### src/rtl/pipeline_hazard_controller.sv
// RAW hazard / flush / freeze controller for a 5-stage pipeline, tracking EXE and MEM destinations.
// Define HAZARD_FORWARDING_EN to stall only on load-use (EXE slot); otherwise EXE and MEM are both checked.
module pipeline_hazard_controller (
    input  logic        clk,
    input  logic        rst,
    input  logic [3:0]  id_rn,
    input  logic [3:0]  id_rdm,
    input  logic        id_use_rn,
    input  logic        id_two_src,
    input  logic [3:0]  id_dest,
    input  logic        id_wb_en,
    input  logic        id_mem_read,
    input  logic        branch_taken,
    input  logic        mem_req,
    input  logic        sram_ready,
    output logic        hazard,
    output logic        flush,
    output logic        freeze_all,
    output logic [15:0] stall_count,
    output logic [15:0] flush_count
);

    localparam int unsigned REG_W = 4;
    localparam int unsigned CNT_W = 16;

`ifdef HAZARD_FORWARDING_EN
    localparam bit LOAD_USE_ONLY = 1'b1;
    localparam bit CHECK_MEM     = 1'b0;
`else
    localparam bit LOAD_USE_ONLY = 1'b0;
    localparam bit CHECK_MEM     = 1'b1;
`endif

    typedef struct packed {
        logic             valid;
        logic [REG_W-1:0] dest;
        logic             wb_en;
        logic             mem_read;
    } slot_t;

    slot_t            exe_q, exe_d;
    slot_t            mem_q, mem_d;
    logic [CNT_W-1:0] stall_cnt_q, stall_cnt_d;
    logic [CNT_W-1:0] flush_cnt_q, flush_cnt_d;
    logic             raw_c;

    function automatic logic slot_match(input slot_t s, input logic [REG_W-1:0] r);
        return s.valid & s.wb_en & (s.dest == r);
    endfunction

    // A slot blocks ID if it writes a register ID reads; with forwarding only loads can block.
    function automatic logic slot_hit(input slot_t s, input logic [REG_W-1:0] rn,
                                      input logic [REG_W-1:0] rdm, input logic use_rn,
                                      input logic two_src);
        return (!LOAD_USE_ONLY || s.mem_read) &&
               ((use_rn && slot_match(s, rn)) || (two_src && slot_match(s, rdm)));
    endfunction

    always_comb begin
        raw_c = slot_hit(exe_q, id_rn, id_rdm, id_use_rn, id_two_src) ||
                (CHECK_MEM && slot_hit(mem_q, id_rn, id_rdm, id_use_rn, id_two_src));
    end

    // Control outputs: freeze dominates, flush beats hazard; reset masks hazard outright.
    always_comb begin
        freeze_all = mem_req & ~sram_ready;
        flush      = branch_taken & ~freeze_all;
        hazard     = raw_c & ~flush & ~freeze_all & ~rst;
    end

    always_comb begin
        exe_d       = exe_q;
        mem_d       = mem_q;
        stall_cnt_d = stall_cnt_q;
        flush_cnt_d = flush_cnt_q;
        if (!freeze_all) begin
            mem_d = exe_q;
            if (flush || hazard) begin
                exe_d = '0;
            end else begin
                exe_d.valid    = 1'b1;
                exe_d.dest     = id_dest;
                exe_d.wb_en    = id_wb_en;
                exe_d.mem_read = id_mem_read;
            end
            if (hazard && (stall_cnt_q != '1)) begin
                stall_cnt_d = stall_cnt_q + CNT_W'(1);
            end
            if (flush && (flush_cnt_q != '1)) begin
                flush_cnt_d = flush_cnt_q + CNT_W'(1);
            end
        end
    end

    always_ff @(posedge clk or posedge rst) begin
        if (rst) begin
            exe_q       <= '0;
            mem_q       <= '0;
            stall_cnt_q <= '0;
            flush_cnt_q <= '0;
        end else begin
            exe_q       <= exe_d;
            mem_q       <= mem_d;
            stall_cnt_q <= stall_cnt_d;
            flush_cnt_q <= flush_cnt_d;
        end
    end

    assign stall_count = stall_cnt_q;
    assign flush_count = flush_cnt_q;

endmodule
### config.mk
export PLATFORM = sky130hd
export DESIGN_NAME = pipeline_hazard_controller
export DESIGN_NICKNAME = d
export VERILOG_FILES = /design/src/rtl/pipeline_hazard_controller.sv
export SDC_FILE = /design/constraint.sdc
export NUM_CORES = 1
export LEC_CHECK = 0
export BUFFER_PORTS_ARGS = -buffer_cell sky130_fd_sc_hd__buf_2
export CAP_MARGIN = 15
export CORE_MARGIN = 2
export CORE_UTILIZATION = 50
export DETAILED_ROUTE_END_ITERATION = 7
export MAX_ROUTING_LAYER = met4
export PLACE_DENSITY = 0.76
export REMOVE_ABC_BUFFERS = 1
export SETUP_SLACK_MARGIN = 0.15
export SKIP_LAST_GASP = 1
export SLEW_MARGIN = 20
export SYNTH_ARGS = -nofsm -noshare
export SYNTH_HDL_FRONTEND = slang
export SYNTH_SLANG_ARGS = --single-unit
### constraint.sdc
create_clock -name clk -period 2.5 [get_ports clk]
set_input_delay 0.125 -clock clk [delete_from_list [all_inputs] [get_ports clk]]
set_output_delay 0.125 -clock clk [all_outputs]
set_load 0.02 [all_outputs]
After elaboration in Yosys (flattened, before gate mapping)
Cells that the tools add are included.
Widths: inputs -> output; s select.
{"block": "op_classes", "n_bitwise": 15, "mux": 1, "reduce_logical": 12, "n_addsub": 2, "eq_ne": 6}
{"op": "$add 16x1->16 const B", "count": 2}
{"op": "$ne 16x16->1 const B", "count": 2}
{"op": "$eq 4x4->1", "count": 4}
{"op": "$and 1x1->1", "count": 11}
{"op": "$mux 7", "count": 1}
{"op": "$logic_and 1x1->1", "count": 6}
{"op": "$logic_or 1x1->1", "count": 4}
{"op": "$not 1->1", "count": 4}
{"op": "$reduce_and 2->1", "count": 2}
{"block": "word_totals", "reg_bits": 44, "output_inout_bits": 35, "inputBits": 21}

Depth between registers and ports, before layout
Gate-level depths: netlist of the first run.
{"block": "logic_depth", "ltp_word": 10, "depth_mapped": 8, "mapped_depth_nobuf": 6}

Worst setup path before layout of the first run
No wires, ideal clock.
{"block": "synth_path", "path_type": "reg2reg", "from": "reg stall_cnt_q[0] (netlist: stall_count[0])", "to": "reg stall_cnt_q[6] (netlist: stall_count[6])", "path_buffers": 1, "arrival_ns": 2.078, "stages_incl_launch_ff": 8, "setup_slack_ns": 0.290, "setup_time_ns": 0.131, "synth_period_minus_slack_ns": 2.210, "cell_sequence": "dfrtp_1 -> ha_1 -> and3_1 -> and3_4 -> buf_6 -> a41o_4 -> or4b_1 -> xnor2_1"}
{"block": "synth_between", "elab_chain_cells": 3, "word_cells_on_any_way": 4, "cone_classes": "add/sub (1); eq/ne (1); reduce/logical (2)"}
{"item": "start, declared", "line_no": "43", "rtl": "logic [CNT_W-1:0] stall_cnt_q, stall_cnt_d;"}
{"item": "start signal, assigned", "line_no": "104", "rtl": "stall_cnt_q <= stall_cnt_d;"}
{"item": "parallel branches: the longest is 3 deep, another holds $add 16x1->16"}
Several ways; the timed one is not identified.
A chain may end at the register's enable or synchronous reset.

Worst setup path in the final report of the first run
{"block": "layout_path", "from": "reg exe_q[2] (netlist bit)", "to": "out hazard"}
{"block": "layout_between", "elab_chain_cells": 8, "word_cells_on_any_way": 11, "cone_classes": "eq/ne (2); bitwise (5); reduce/logical (4)"}
{"item": "start, declared", "line_no": "41", "rtl": "slot_t exe_q, exe_d;"}
{"item": "start signal, assigned", "line_no": "97", "rtl": "exe_q <= '0;"}
{"item": "start signal, assigned", "line_no": "102", "rtl": "exe_q <= exe_d;"}
{"item": "$eq 4x4->1", "line_no": "48", "rtl": "return s.valid & s.wb_en & (s.dest == r);"}
{"item": "$and 1x1->1", "line_no": "48"}
{"item": "$logic_and 1x1->1", "line_no": "56", "rtl": "((use_rn && slot_match(s, rn)) || (two_src && slot_match(s, rdm)));"}
{"item": "$logic_or 1x1->1 *", "line_no": "56"}
{"item": "$logic_or 1x1->1 *", "line_no": "60", "rtl": "raw_c = slot_hit(exe_q, id_rn, id_rdm, id_use_rn, id_two_src) ||"}
{"item": "$and 1x1->1 * (3 in a row)", "line_no": "68", "rtl": "hazard = raw_c & ~flush & ~freeze_all & ~rst;"}
{"item": "end, declared", "line_no": "16", "rtl": "output logic hazard,"}
Mark *: on every way between the ends. The rest lies on a longest branch, timed or not.

==> results.rst, run 1 <==
.. list-table::
   :header-rows: 1

   * - Metric
     - Value
   * - Status
     - finished, final reports clean
   * - DPL Wire Length
     - 3280 um
   * - Mapped cell area
     - 0.00226 sq mm
   * - Ratio of cells with drive above 1 in the final layout
     - approximately a third
   * - Arrival time of the worst setup path
     - 2.07 ns
   * - Number of nets with antenna violations after routing
     - 0
   * - Starting DRC count in detailed routing
     - 76
   * - Pwr Total
     - 1.70 mW
   * - Post-synth ARST share
     - 100%
   * - Unrepaired setup endpoints after global routing
     - no
   * - Flip-flop and latch count after synthesis
     - 44
   * - Worst Tran Pin Value
     - 0.560 ns
   * - Final weighted congestion of routability-driven global placement
     - 0.828
   * - Max Buffers Root-to-Sink
     - 2
   * - Final Instance Area
     - 0.00270 sq mm
   * - Area of placed instances
     - 0.00260 sq mm
   * - Net count reported at finish
     - between 200 and 300
   * - Longest individual stage delay on the worst path
     - around 0.54 ns
   * - Setup crit end kind
     - output pin
   * - Distinct cell type count of the synthesized netlist
     - 38
   * - Clock Latency Late Sink
     - 0.29 ns
   * - Largest clock skew in the final design
     - 0.00284 ns
   * - Setup crit start kind
     - flop
   * - Initial antenna violation count
     - 0
   * - Number of filler instances in the final layout
     - 362
   * - Effective utilization at floorplan
     - about half
   * - Final worst path period share
     - approximately 88%
   * - Vias in the first global route
     - 1660
   * - Relative slew slack
     - slightly above 60%
   * - Cts repair resizes
     - 0
   * - Yosys warns
     - 0
   * - Power per standard cell area
     - 630 mW/mm^2
   * - Most frequent cells in the layout
     - sky130_fd_sc_hd__buf_2 (54), sky130_fd_sc_hd__dfrtp_1 (44), sky130_fd_sc_hd__xor2_1 (28)
   * - Count of buffers inserted at the top-level ports
     - 54
   * - Vias after detailed routing
     - 1693
   * - Number of vias per cell after detailed routing
     - around 5.6
   * - Pin count of the biggest net entering global routing
     - 29
   * - Cells along the critical path
     - xnor2_1 -> nand4_1 -> nor4_2 -> nor4_4 -> buf_4 -> nor3_1 -> buf_2
   * - Number of buffers inserted during clock tree synthesis
     - 5
   * - Final core utilization
     - 62.0%
   * - Fin crit period
     - about 2.2 ns
   * - Detail-routed net length per standard cell
     - 15.0 um
   * - Average instance area after synthesis
     - 11.8 sq um
   * - Seq. cell area
     - 0.00110 sq mm
   * - Post-CTS setup buffer count
     - 0
   * - Area growth from synthesis to layout
     - 19.4%
   * - Global routing usage summed across all routing layers
     - 20.1%
   * - EDFF count, synth
     - 0
   * - Maximum level of the CTS H-tree
     - 2
   * - Floorplan die height
     - between 70 and 80 um
   * - Total congestion overflow after global routing
     - 0
   * - Critical path's slowest cell
     - sky130_fd_sc_hd__nor4_4
   * - Sink Count
     - 44
   * - Predominant post-synthesis flop cell
     - sky130_fd_sc_hd__dfrtp_1
   * - Area taken by multi-input logic gates
     - around 0.0011 sq mm
   * - Post-Synthesis Cells
     - 191
   * - Antenna fix cells
     - 0
   * - Fin. Hold Viols
     - 0
   * - First-pass iteration count of the detailed router
     - 4
   * - Number of pins with negative max-slew slack in the final report
     - 0
   * - First-pass GRT wire length
     - 7760 um
   * - Count of endpoints failing setup in the final report
     - 0
   * - Horizontal die dimension
     - 71.2 um
   * - Leakage dissipation
     - 1.39 nW
   * - Proportion of synthesized chip area in sequential cells
     - about half
   * - Total Negative Setup Slacks
     - 0 ns
   * - Rows
     - 24
   * - Number of top-level pins
     - 56
   * - Biggest fanout along the worst timing path
     - 8
   * - Detailed-route wire length
     - 4570 um
   * - Worst-path clk slew
     - 0.08 ns
   * - Data required time at the worst endpoint
     - 2.38 ns
   * - Number of design rule violations left after detail routing
     - 0
   * - Clock root buffer
     - sky130_fd_sc_hd__clkbuf_8
   * - Path type of the worst setup path
     - reg2out
   * - Area of the core
     - about 0.0044 sq mm
   * - Max Fclk
     - 0.455 GHz
   * - Commonest non-fill, non-tap cell in the layout
     - sky130_fd_sc_hd__buf_2
   * - Max-cap viol count
     - 0
   * - Type of the worst min-delay path
     - in2reg
   * - Die area
     - 0.00507 sq mm
   * - TritonCTS clock tree
     - built
   * - Maximum VDD drop
     - 0.463 mV
-- routing by layer --
layer,global-route usage [%],vias up,wire length (um)
met5,-,-,0
met4,7.55,0,91
met3,5.63,8,267
met2,30.5,48,2150
met1,25.9,825,2070
li1,-,812,-
-- where the power goes --
part / switching, mW / internal [mW] / leakage (nW) / total (mW)
combinational: 0.209 / 0.147 / 0.749 / 0.357
clock: 0.242 / 0.221 / 0.0510 / 0.463
sequential: 0.0972 / 0.783 / 0.587 / 0.881
total: 0.549 / 1.15 / 1.39 / 1.70
-- layout make-up --
class,count,share of cell area (%)
flip-flops and latches,44,40.8
clock inverters,2,0.371
clock buffers,6,3.06
well taps,52,2.41
multi-input cells,139,41.3
repair buffers,60,11.8
inverters,2,0.278
-- critical path, delay by kind of cell, from the launching register on --
kind / cells / cell delay (ns)
and+or+nand+nor: 4 / 0.78
DFF: 1 / 0.44
buffers and inverters: 2 / 0.41
xor gates and xnor gates: 1 / 0.15
-- worst paths after layout --
path	from	endpoint	slack, ns	cells after the start
max	exe_q[2]	hazard	0.30	7
min	id_dest[0]	exe_q[2]	0.04	2
max reg2reg	stall_count[0]	stall_count[6]	0.32	6
min reg2reg	stall_count[13]	stall_count[13]	0.48	1
max in group asynchronous	rst	flush_count[11]	1.30	4
min in group asynchronous	rst	stall_count[14]	0.50	3
-- what timing repair did --
action                                 CTS  global route
setup endpoints to repair                0             1
hold buffers                             1             0
endpoints found under the hold margin   16             0
-- sequential cells by signal (all words and copies together) (netlist names) --
name	count
flush_count	16
mem_q	6
stall_count	16
exe_q	6
-- per-stage QoR --
step / setup WS (ns) / std cells / hold WS, ns
2_1_floorplan: 0.327 / 185 / 0.258
4_1_cts: 0.298 / 305 / 0.0349
3_5_place_dp: 0.336 / 296 / 0.272
5_1_grt: 0.171 / 305 / 0.0364
3_3_place_gp: 0.365 / 296 / 0.263
6_report: 0.301 / 305 / 0.0424
-- cell families after synthesis --
group                    count (synthesis)  share of synthesized area, %
XOR/XNOR                                44                          17.1
flip-flops                              44                          48.7
multiplexers                             8                          3.99
AO/OA/AOI/OAI                           15                          5.48
buffers and inverters                    8                          1.94
adder cells (fa/ha/maj)                  2                          1.11
AND/OR/NAND/NOR                         70                          21.7
-- Yosys cell counts (3+ instances only) --
cell	number	area share, %
sky130_fd_sc_hd__a21oi_1	4	0.89
sky130_fd_sc_hd__a22o_1	5	1.9
sky130_fd_sc_hd__and3_1	7	1.9
sky130_fd_sc_hd__and4_1	3	1.2
sky130_fd_sc_hd__dfrtp_1	44	49
sky130_fd_sc_hd__mux2_2	7	3.5
sky130_fd_sc_hd__nand2_1	8	1.3
sky130_fd_sc_hd__nand3_1	11	2.4
sky130_fd_sc_hd__nand4_1	11	3.0
sky130_fd_sc_hd__nor3_1	8	1.8
sky130_fd_sc_hd__nor4_2	7	3.9
sky130_fd_sc_hd__xnor2_1	16	6.2
sky130_fd_sc_hd__xor2_1	28	11
No activity file was read; power rests on OpenSTA's default activity.
==> inputs of run 2 (changes only) <==
- CAP_MARGIN: 15 -> not set
- CORE_UTILIZATION: 50 -> 53
- PLACE_DENSITY: 0.76 -> 0.79
==> results.rst, run 2 (synthesis gave the netlist of run 1 again) <==
.. list-table::
   :header-rows: 1

   * - Metric
     - Value
   * - Commonest non-fill, non-tap cell in the layout
     - sky130_fd_sc_hd__buf_2
   * - Max-cap viol count
     - 0 (unchanged)
   * - Count of buffers inserted at the top-level ports
     - 54 (unchanged)
   * - Horizontal die dimension
     - 69.3 um (-2.7%)
   * - Effective utilization at floorplan
     - 55.7% (+3.8 points)
   * - Power per standard cell area
     - 612 mW/mm^2 (-2.8%)
   * - Global routing usage summed across all routing layers
     - 19.7% (-0.38 points)
   * - Sink Count
     - 44 (unchanged)
   * - Number of buffers inserted during clock tree synthesis
     - 5 (unchanged)
   * - Final worst path period share
     - 88.7% (+0.77 points)
   * - Floorplan die height
     - 69.3 um (-2.7%)
   * - Unrepaired setup endpoints after global routing
     - no
   * - Most frequent cells in the layout
     - sky130_fd_sc_hd__buf_2 (54), sky130_fd_sc_hd__dfrtp_1 (44), sky130_fd_sc_hd__xor2_1 (28)
   * - Detail-routed net length per standard cell
     - 13.5 um (-9.7%)
   * - Maximum VDD drop
     - 0.586 mV (+27%)
   * - Type of the worst min-delay path
     - in2reg
   * - Clock root buffer
     - sky130_fd_sc_hd__clkbuf_8
   * - First-pass iteration count of the detailed router
     - 4 (unchanged)
   * - Worst-path clk slew
     - 0.07 ns (about the same)
   * - Final weighted congestion of routability-driven global placement
     - 0.853 (+3.1%)
   * - Critical path's slowest cell
     - sky130_fd_sc_hd__dfrtp_1
   * - Pwr Total
     - 1.68 mW (-1.2%)
   * - Number of vias per cell after detailed routing
     - 5.45 (-1.9%)
   * - Number of nets with antenna violations after routing
     - 0 (unchanged)
   * - Arrival time of the worst setup path
     - 2.09 ns (+0.02 ns)
   * - Count of endpoints failing setup in the final report
     - 0 (unchanged)
   * - Max Fclk
     - 0.451 GHz (-0.86%)
   * - Initial antenna violation count
     - 0 (unchanged)
   * - Number of top-level pins
     - 56 (unchanged)
   * - Total Negative Setup Slacks
     - 0 ns (unchanged)
   * - Setup crit start kind
     - flop
   * - Largest clock skew in the final design
     - 0.00510 ns (+0.00225 ns)
   * - Setup crit end kind
     - output pin
   * - Fin crit period
     - 2.22 ns (+0.0191 ns)
   * - Leakage dissipation
     - 1.40 nW (+1.0%)
   * - Maximum level of the CTS H-tree
     - 2 (unchanged)
   * - Number of pins with negative max-slew slack in the final report
     - 0 (unchanged)
   * - First-pass GRT wire length
     - 7630 um (-1.7%)
   * - Net count reported at finish
     - 278 (+1.1%)
   * - Die area
     - 0.00480 sq mm (-5.3%)
   * - Longest individual stage delay on the worst path
     - 0.43 ns (-0.11 ns)
   * - TritonCTS clock tree
     - built
   * - Area growth from synthesis to layout
     - 21.4%
   * - Ratio of cells with drive above 1 in the final layout
     - 35.2% (about the same)
   * - Vias in the first global route
     - 1662 (+0.12%)
   * - Worst Tran Pin Value
     - 0.419 ns (-0.142 ns)
   * - Starting DRC count in detailed routing
     - 104 (+37%)
   * - Status
     - finished, final reports clean
   * - Max Buffers Root-to-Sink
     - 2 (unchanged)
   * - Path type of the worst setup path
     - reg2out
   * - Pin count of the biggest net entering global routing
     - 18 (-38%)
   * - Area of the core
     - 0.00406 sq mm (-6.8%)
   * - Number of design rule violations left after detail routing
     - 0 (unchanged)
   * - Relative slew slack
     - 71.9% (+9.6 points)
   * - DPL Wire Length
     - 3210 um (-2.1%)
   * - Rows
     - 23 (-4.2%)
   * - Antenna fix cells
     - 0 (unchanged)
   * - Detailed-route wire length
     - 4140 um (-9.4%)
   * - Biggest fanout along the worst timing path
     - 6 (-2)
   * - Data required time at the worst endpoint
     - 2.38 ns (about the same)
   * - Cells along the critical path
     - xnor2_1 -> nand4_1 -> nor4_4 -> nor4_4 -> buf_4 -> buf_4 -> nor3_1 -> buf_2
   * - Vias after detailed routing
     - 1667 (-1.5%)
   * - Fin. Hold Viols
     - 0 (unchanged)
   * - Clock Latency Late Sink
     - 0.28 ns (about the same)
   * - Total congestion overflow after global routing
     - 0 (unchanged)
[run 2: changes by cell type in the layout (fill, tap and decap cells not counted), sizes merged]
cell and change:
clkinv -2, clkbuf +2, buf +3
[run 2: final cells by class]
cell class | instances | area (sq um)
Inverter | 2 | 7.51
Timing Repair Buffer | 63 | 340
Tap cell | 50 | 62.6
Multi-Input combinational cell | 139 | 1140
Fill cell | 312 | 1320
Clock buffer | 8 | 90.1
Sequential cell | 44 | 1100
[run 2: final timing paths]
| kind | endpoint | cells after the start | slack, ns | startpoint |
|---|---|---|---|---|
| setup reg to reg | stall_count[6] | 6 | 0.34 | stall_count[0] |
| hold / removal | exe_q[3] | 2 | 0.06 | id_dest[1] |
| max in group asynchronous | flush_count[0] | 4 | 1.50 | rst |
| min in group asynchronous | stall_count[8] | 3 | 0.47 | rst |
| hold reg to reg | stall_count[8] | 1 | 0.48 | stall_count[8] |
| setup / recovery | hazard | 8 | 0.28 | exe_q[2] |
[run 2: where the power goes]
group / leakage, nW / total [mW] / switching (mW) / internal (mW)
clock network: 0.0455 / 0.436 / 0.211 / 0.225
logic: 0.768 / 0.361 / 0.212 / 0.149
registers: 0.587 / 0.882 / 0.0985 / 0.784
total: 1.40 / 1.68 / 0.521 / 1.16
[run 2: per-stage QoR]
step | cell area (sq um) | std cells | util, % | hold WS, ns | setup slack, ns
floorplan | 2220 | 185 | - | 0.258 | 0.327
global placement | 2590 | 294 | 63.9 | 0.222 | 0.377
detailed placement | 2590 | 294 | 63.9 | 0.218 | 0.348
CTS | 2690 | 303 | 66.4 | 0.0527 | 0.220
global route | 2740 | 306 | 67.6 | 0.0504 | 0.144
finish | 2740 | 306 | 67.6 | 0.0591 | 0.282
[run 2: critical path, delay by kind of cell, from the launching register on]
kind	cells	cell delay [ns]
xor gates and xnor gates	1	0.17
buffers and inverters	3	0.53
DFF	1	0.43
and+or+nand+nor	4	0.68
[run 2: metal layers]
metal | vias to the layer above | global-route usage [%] | wire, um | part of all wire, %
met2 | 39 | 30.2 | 1990 | 48
met4 | 0 | 4.58 | 37 | 0.89
li1 | 820 | - | - | -
met3 | 4 | 4.65 | 172 | 4.2
met1 | 804 | 26.9 | 1940 | 47
met5 | - | - | 0 | 0
[run 2: repair_timing]
item                                    CTS  global route
resized for setup                         0             3
endpoints found under the setup margin    0             1
hold buffers                              1             0
buffers inserted                          0             3
hold endpoints to repair                 10             0
